<file path="config.mk">
export PLATFORM = sky130hd
export DESIGN_NAME = imem_loader
export DESIGN_NICKNAME = d
export VERILOG_FILES = /design/src/rtl/imem_loader.sv
export SDC_FILE = /design/constraint.sdc
export NUM_CORES = 1
export LEC_CHECK = 0
export CAP_MARGIN = 20
export CORE_UTILIZATION = 45
export CTS_CLUSTER_DIAMETER = 50
export DETAILED_ROUTE_END_ITERATION = 10
export PLACE_DENSITY = 0.71
export SYNTH_ARGS = -nofsm -noshare
export SYNTH_HDL_FRONTEND = slang
export SYNTH_SLANG_ARGS = --single-unit
</file>
<file path="constraint.sdc">
create_clock -name clk -period 2.1 [get_ports clk]
set_clock_uncertainty 0.1 [all_clocks]
set_input_delay 0.42 -clock clk [delete_from_list [all_inputs] [get_ports clk]]
set_output_delay 0.42 -clock clk [all_outputs]
set_load 0.01 [all_outputs]
</file>
<file path="src/rtl/imem_loader.sv">
// imem_loader: packs a big-endian byte stream into 32-bit words and writes
// them to consecutive instruction-memory addresses, holding the CPU in reset
// until the image is complete.
module imem_loader #(
    parameter int unsigned ADDR_W = 5
) (
    input  logic              clk,
    input  logic              rst_n,
    input  logic              start,
    input  logic [7:0]        in_data,
    input  logic              in_valid,
    input  logic              in_last,
    output logic              in_ready,
    output logic              mem_we,
    output logic [ADDR_W-1:0] mem_addr,
    output logic [31:0]       mem_wdata,
    output logic              busy,
    output logic              done,
    output logic              err_ovf,
    output logic [ADDR_W:0]   word_count,
    output logic              cpu_hold
);

    localparam int unsigned WC_W = ADDR_W + 1;
    localparam logic [ADDR_W-1:0] ADDR_MAX = {ADDR_W{1'b1}};

    typedef enum logic [1:0] {
        IDLE  = 2'd0,
        RECV  = 2'd1,
        WRITE = 2'd2,
        DONE  = 2'd3
    } state_e;

    state_e            state_q, state_d;
    logic [ADDR_W-1:0] addr_q, addr_d;
    logic [23:0]       word_q, word_d;
    logic [1:0]        byte_cnt_q, byte_cnt_d;
    logic              last_q, last_d;
    logic [WC_W-1:0]   word_count_q, word_count_d;
    logic              err_q, err_d;
    logic [ADDR_W-1:0] mem_addr_q, mem_addr_d;
    logic [31:0]       mem_wdata_q, mem_wdata_d;
    logic              mem_we_q, mem_we_d;
    logic              in_ready_q, in_ready_d;
    logic              busy_q, busy_d;
    logic              done_q, done_d;
    logic              cpu_hold_q, cpu_hold_d;

    logic              xfer_c;
    logic [31:0]       packed_c;

    // Complete word as it would look if this byte ends it (zero-padded low bytes)
    always_comb begin
        packed_c = 32'h0;
        unique case (byte_cnt_q)
            2'd0: packed_c = {in_data, 24'h0};
            2'd1: packed_c = {word_q[7:0], in_data, 16'h0};
            2'd2: packed_c = {word_q[15:0], in_data, 8'h0};
            2'd3: packed_c = {word_q[23:0], in_data};
            default: packed_c = 32'h0;
        endcase
    end

    assign xfer_c = in_valid && in_ready_q;

    // Next-state and next-output logic
    always_comb begin
        state_d      = state_q;
        addr_d       = addr_q;
        word_d       = word_q;
        byte_cnt_d   = byte_cnt_q;
        last_d       = last_q;
        word_count_d = word_count_q;
        err_d        = err_q;
        mem_addr_d   = mem_addr_q;
        mem_wdata_d  = mem_wdata_q;

        unique case (state_q)
            IDLE, DONE: begin
                if (start) begin
                    state_d      = RECV;
                    addr_d       = '0;
                    byte_cnt_d   = 2'd0;
                    word_count_d = '0;
                    err_d        = 1'b0;
                    last_d       = 1'b0;
                end
            end
            RECV: begin
                if (xfer_c) begin
                    word_d     = {word_q[15:0], in_data};
                    byte_cnt_d = byte_cnt_q + 2'd1;
                    if ((byte_cnt_q == 2'd3) || in_last) begin
                        state_d     = WRITE;
                        last_d      = in_last;
                        mem_addr_d  = addr_q;
                        mem_wdata_d = packed_c;
                    end
                end
            end
            WRITE: begin
                word_count_d = word_count_q + WC_W'(1);
                byte_cnt_d   = 2'd0;
                if (last_q) begin
                    state_d = DONE;
                end else if (addr_q == ADDR_MAX) begin
                    state_d = DONE;
                    err_d   = 1'b1;
                end else begin
                    addr_d  = addr_q + ADDR_W'(1);
                    state_d = RECV;
                end
            end
            default: state_d = IDLE;
        endcase

        in_ready_d = (state_d == RECV);
        busy_d     = (state_d == RECV) || (state_d == WRITE);
        mem_we_d   = (state_d == WRITE);
        done_d     = (state_d == DONE);
        cpu_hold_d = (state_d != DONE);
    end

    // State and registered outputs
    always_ff @(posedge clk or negedge rst_n) begin
        if (!rst_n) begin
            state_q      <= IDLE;
            addr_q       <= '0;
            word_q       <= 24'h0;
            byte_cnt_q   <= 2'd0;
            last_q       <= 1'b0;
            word_count_q <= '0;
            err_q        <= 1'b0;
            mem_addr_q   <= '0;
            mem_wdata_q  <= 32'h0;
            mem_we_q     <= 1'b0;
            in_ready_q   <= 1'b0;
            busy_q       <= 1'b0;
            done_q       <= 1'b0;
            cpu_hold_q   <= 1'b1;
        end else begin
            state_q      <= state_d;
            addr_q       <= addr_d;
            word_q       <= word_d;
            byte_cnt_q   <= byte_cnt_d;
            last_q       <= last_d;
            word_count_q <= word_count_d;
            err_q        <= err_d;
            mem_addr_q   <= mem_addr_d;
            mem_wdata_q  <= mem_wdata_d;
            mem_we_q     <= mem_we_d;
            in_ready_q   <= in_ready_d;
            busy_q       <= busy_d;
            done_q       <= done_d;
            cpu_hold_q   <= cpu_hold_d;
        end
    end

    assign in_ready   = in_ready_q;
    assign mem_we     = mem_we_q;
    assign mem_addr   = mem_addr_q;
    assign mem_wdata  = mem_wdata_q;
    assign busy       = busy_q;
    assign done       = done_q;
    assign err_ovf    = err_q;
    assign word_count = word_count_q;
    assign cpu_hold   = cpu_hold_q;

endmodule

</file>
==> results.sh <==
export IMPL_hold_class="reg2reg"
export IMPL_path_max_fanout=3
export IMPL_ys_flop_type="dfrtp_1"
export IMPL_routed_via_density=5.74
export IMPL_antenna_left=0
export IMPL_finalHoldViolCount=0
export IMPL_avgSynthCellArea_um2=11.1
export IMPL_ios=62
export IMPL_antenna_found_initial=0
export IMPL_portBuffers=61
export IMPL_worst_slew_pin_slew_ps=580
export IMPL_yosys_warnings=0
export IMPL_synth_area_um2=3930
export IMPL_area_growth_pct=27.1
export IMPL_worstSkewPairLatency_ps=350
export IMPL_drc=0
export IMPL_timing_final_max_slew_violations=0
export IMPL_fmax_mhz=497
export IMPL_slowest_delay_ps=480
export IMPL_p_leak_uw=0.00215
export IMPL_clockBufferDepth=2
export IMPL_grt_pass1_vias=2967
export IMPL_path_class="reg2reg"
export IMPL_r2r_setup_slack_ps=90
export IMPL_drtIter0Drc=189
export IMPL_p_sw_share_pct=36.2
export IMPL_crit_family="simple AND/OR/NAND/NOR gates"
export IMPL_place_area_um2=4760
export IMPL_period_minus_slack_ps=2010
export IMPL_place_gp_congestion=0.768
export IMPL_vias=3075
export IMPL_syn_nets=378
export IMPL_setup_viol=0
export IMPL_cp_slowest_cell="or4_1"
export IMPL_fillCellCount=691
export IMPL_grt_max_degree=63
export IMPL_antennaDiodeCount=0
export IMPL_drt_wl_total_um=9070
export IMPL_wire_per_inst_um=16.9
export IMPL_cp_buffers_inverters=0
export IMPL_gr_total_overflow=0
export IMPL_drv_cap=0
export IMPL_h_tree_depth=3
export IMPL_p_comb_share_pct=40.3
export IMPL_nets=451
export IMPL_crit_arrival_ps=2190
export IMPL_slew_headroom_pct=61.2
export IMPL_fp_coreArea_um2=8340
export IMPL_yosys_cell_types_count=42
export IMPL_p_sw_uw=2160
export IMPL_dr_pass1_iters=5
export IMPL_pwr_share_seq_pct=40.3
export IMPL_crit_required_ps=2280
export IMPL_final_setup_tns_ps=0
export IMPL_path_cells="ha_2, and3_1, ha_1, o21a_1, or4_1, a21oi_1"
export IMPL_cp_end_kind="flop"
export IMPL_place_hpwl_um=6340
export IMPL_path_clk_slew_ps=80
export IMPL_cts_root_buf="clkbuf_8"
export IMPL_cts_buffers=9
export IMPL_async_flop_share_pct=100
export IMPL_grt_pass1_wl_um=14800
export IMPL_synth_edf_count=0
export IMPL_ys_seq_area_share_pct=52.9
export IMPL_grt_setup_unrepaired="no"
export IMPL_p_int_uw=3810
export IMPL_yosys_area_top_type="dfrtp_1"
export IMPL_fin_crit_sh_pct=95.8
export IMPL_rows=33
export IMPL_status="complete, no violations"
export IMPL_power_uw=5970
export IMPL_synthesis_instances=353
export IMPL_synth_common_cells="dfrtp_1 (82), nand2_1 (42), a21oi_1 (24), mux2_2 (24), o31ai_1 (20)"
export IMPL_ir_worst_vdd_mv=0.696
export IMPL_drive_above_1_share_pct=17.2
export IMPL_final_area_um2=4990
export IMPL_cp_start_kind="flop"
export IMPL_hold_ws_ps=380
export IMPL_tritoncts="done"
export IMPL_dieWidth_um=95.4
export IMPL_yosys_top_cells_area="dfrtp_1 (52%), mux2_2 (6.9%), nand2_1 (4.0%), ha_1 (3.8%), o31ai_1 (3.8%)"
export IMPL_dieArea_um2=9100
export IMPL_cts_sinks=83
export IMPL_ys_seq_elements=83
export IMPL_yosysTopAreaCellShare_pct=52.3
export IMPL_synth_most_common_cell="dfrtp_1"
export IMPL_gr_usage_all_layers_pct=21.3
export IMPL_clkPwrFrac_pct=19.4
export IMPL_die_y_um=95.4
export IMPL_p_per_area_nw_per_um2=1200
export IMPL_initial_core_util_pct=47.1
==> state kept, by name, indices dropped and copies added (netlist names) <==
signal      flops
addr_q          5
busy            1
byte_cnt_q      2
cpu_hold        1
done            1
err_ovf         1
in_ready        1
last_q          1
mem_addr        5
mem_wdata      32
mem_we          1
state_q         2
word_count      6
word_q         24
==> power groups by stage <==
| stage | clock (uW) | combinational [uW] | sequential, uW |
|---|---|---|---|
| 2_1_floorplan | 0 | 1420 | 2420 |
| 3_3_place_gp | 0 | 2280 | 2400 |
| 3_5_place_dp | 0 | 2350 | 2430 |
| 4_1_cts | 1180 | 2370 | 2400 |
| 5_1_grt | 1260 | 2670 | 2460 |
| 6_report | 1160 | 2410 | 2400 |
==> layout make-up <==
cell class	instances	area, um2	share of cell area [%]
Inverter	19	71.3	1.43
Clock buffer	9	124	2.48
Multi-Input combinational cell	226	1670	33.4
Timing Repair Buffer	87	843	16.9
Sequential cell	83	2080	41.6
Clock inverter	7	76.3	1.53
Tap cell	105	131	2.63
==> routing by layer <==
layer / GRT usage [%] / routed length, um / vias to the layer above
met2: 36.5 / 4590 / 81
li1: - / - / 1457
met3: 4.23 / 437 / 10
met4: 8.71 / 129 / 0
met5: 0 / 0 / -
met1: 26.3 / 3920 / 1527
==> logic make-up (layout without fill, tap and decap cells) <==
family / after synthesis / in the layout / share of synthesized area [%]
XOR/XNOR: 1 / 1 / 0.223
multiplexers: 28 / 28 / 8.22
AO/OA/AOI/OAI: 117 / 117 / 21.7
AND/OR/NAND/NOR: 68 / 68 / 8.07
buffers and inverters: 44 / 122 / 5.00
adder cells (fa/ha/maj): 12 / 12 / 3.83
flip-flops: 83 / 83 / 52.9
==> worst reg2reg max path, cell delays in order (launching register included) <==
cell     delay (ps)
dfrtp_1         390
ha_2            210
and3_1          180
ha_1            220
o21a_1          200
or4_1           480
a21oi_1         160
==> per-stage QoR <==
step | utilization, % | worst slack [ps] | instances
2_1_floorplan | - | 30.8 | 353
3_3_place_gp | 57.0 | 66.3 | 518
3_5_place_dp | 57.0 | 30.1 | 518
4_1_cts | 59.6 | 43.9 | 535
5_1_grt | 59.8 | 21.6 | 536
6_report | 59.8 | 88.9 | 536
==> cells in the final DEF, fill, tap and decap left out, drive strengths merged, types with 3 or more instances in the layout <==
cell type / instances
nor2: 7
or4: 4
o21a: 3
a22oi: 16
a222oi: 8
nand3: 3
o21ai: 17
a32oi: 3
a21oi: 24
a22o: 16
buf: 26
o31ai: 20
clkbuf: 9
mux2: 24
mux2i: 4
inv: 20
nand2: 42
clkinv: 3
clkdlybuf4s50: 60
ha: 12
dfrtp: 82
==> what timing repair did <==
action	4_1_cts	5_1_grt
gates resized for setup	0	3
setup endpoints to repair	0	4
hold buffers	1	0
endpoints found under the hold margin	29	0
buffers inserted	0	1
==> path summary, 6_finish.rpt <==
check	start	to	cells after the start
max	addr_q[0]$_DFFE_PN0P_	addr_q[3]$_DFFE_PN0P_	6
min	mem_wdata[20]$_DFFE_PN0P_	mem_wdata[20]$_DFFE_PN0P_	2
min in group asynchronous	rst_n	mem_wdata[10]$_DFFE_PN0P_	2
max reg2reg	addr_q[0]$_DFFE_PN0P_	addr_q[3]$_DFFE_PN0P_	6
min reg2reg	mem_wdata[20]$_DFFE_PN0P_	mem_wdata[20]$_DFFE_PN0P_	2
max in group asynchronous	rst_n	cpu_hold$_DFF_PN1_	3
No activity file was read; power rests on OpenSTA's default activity.
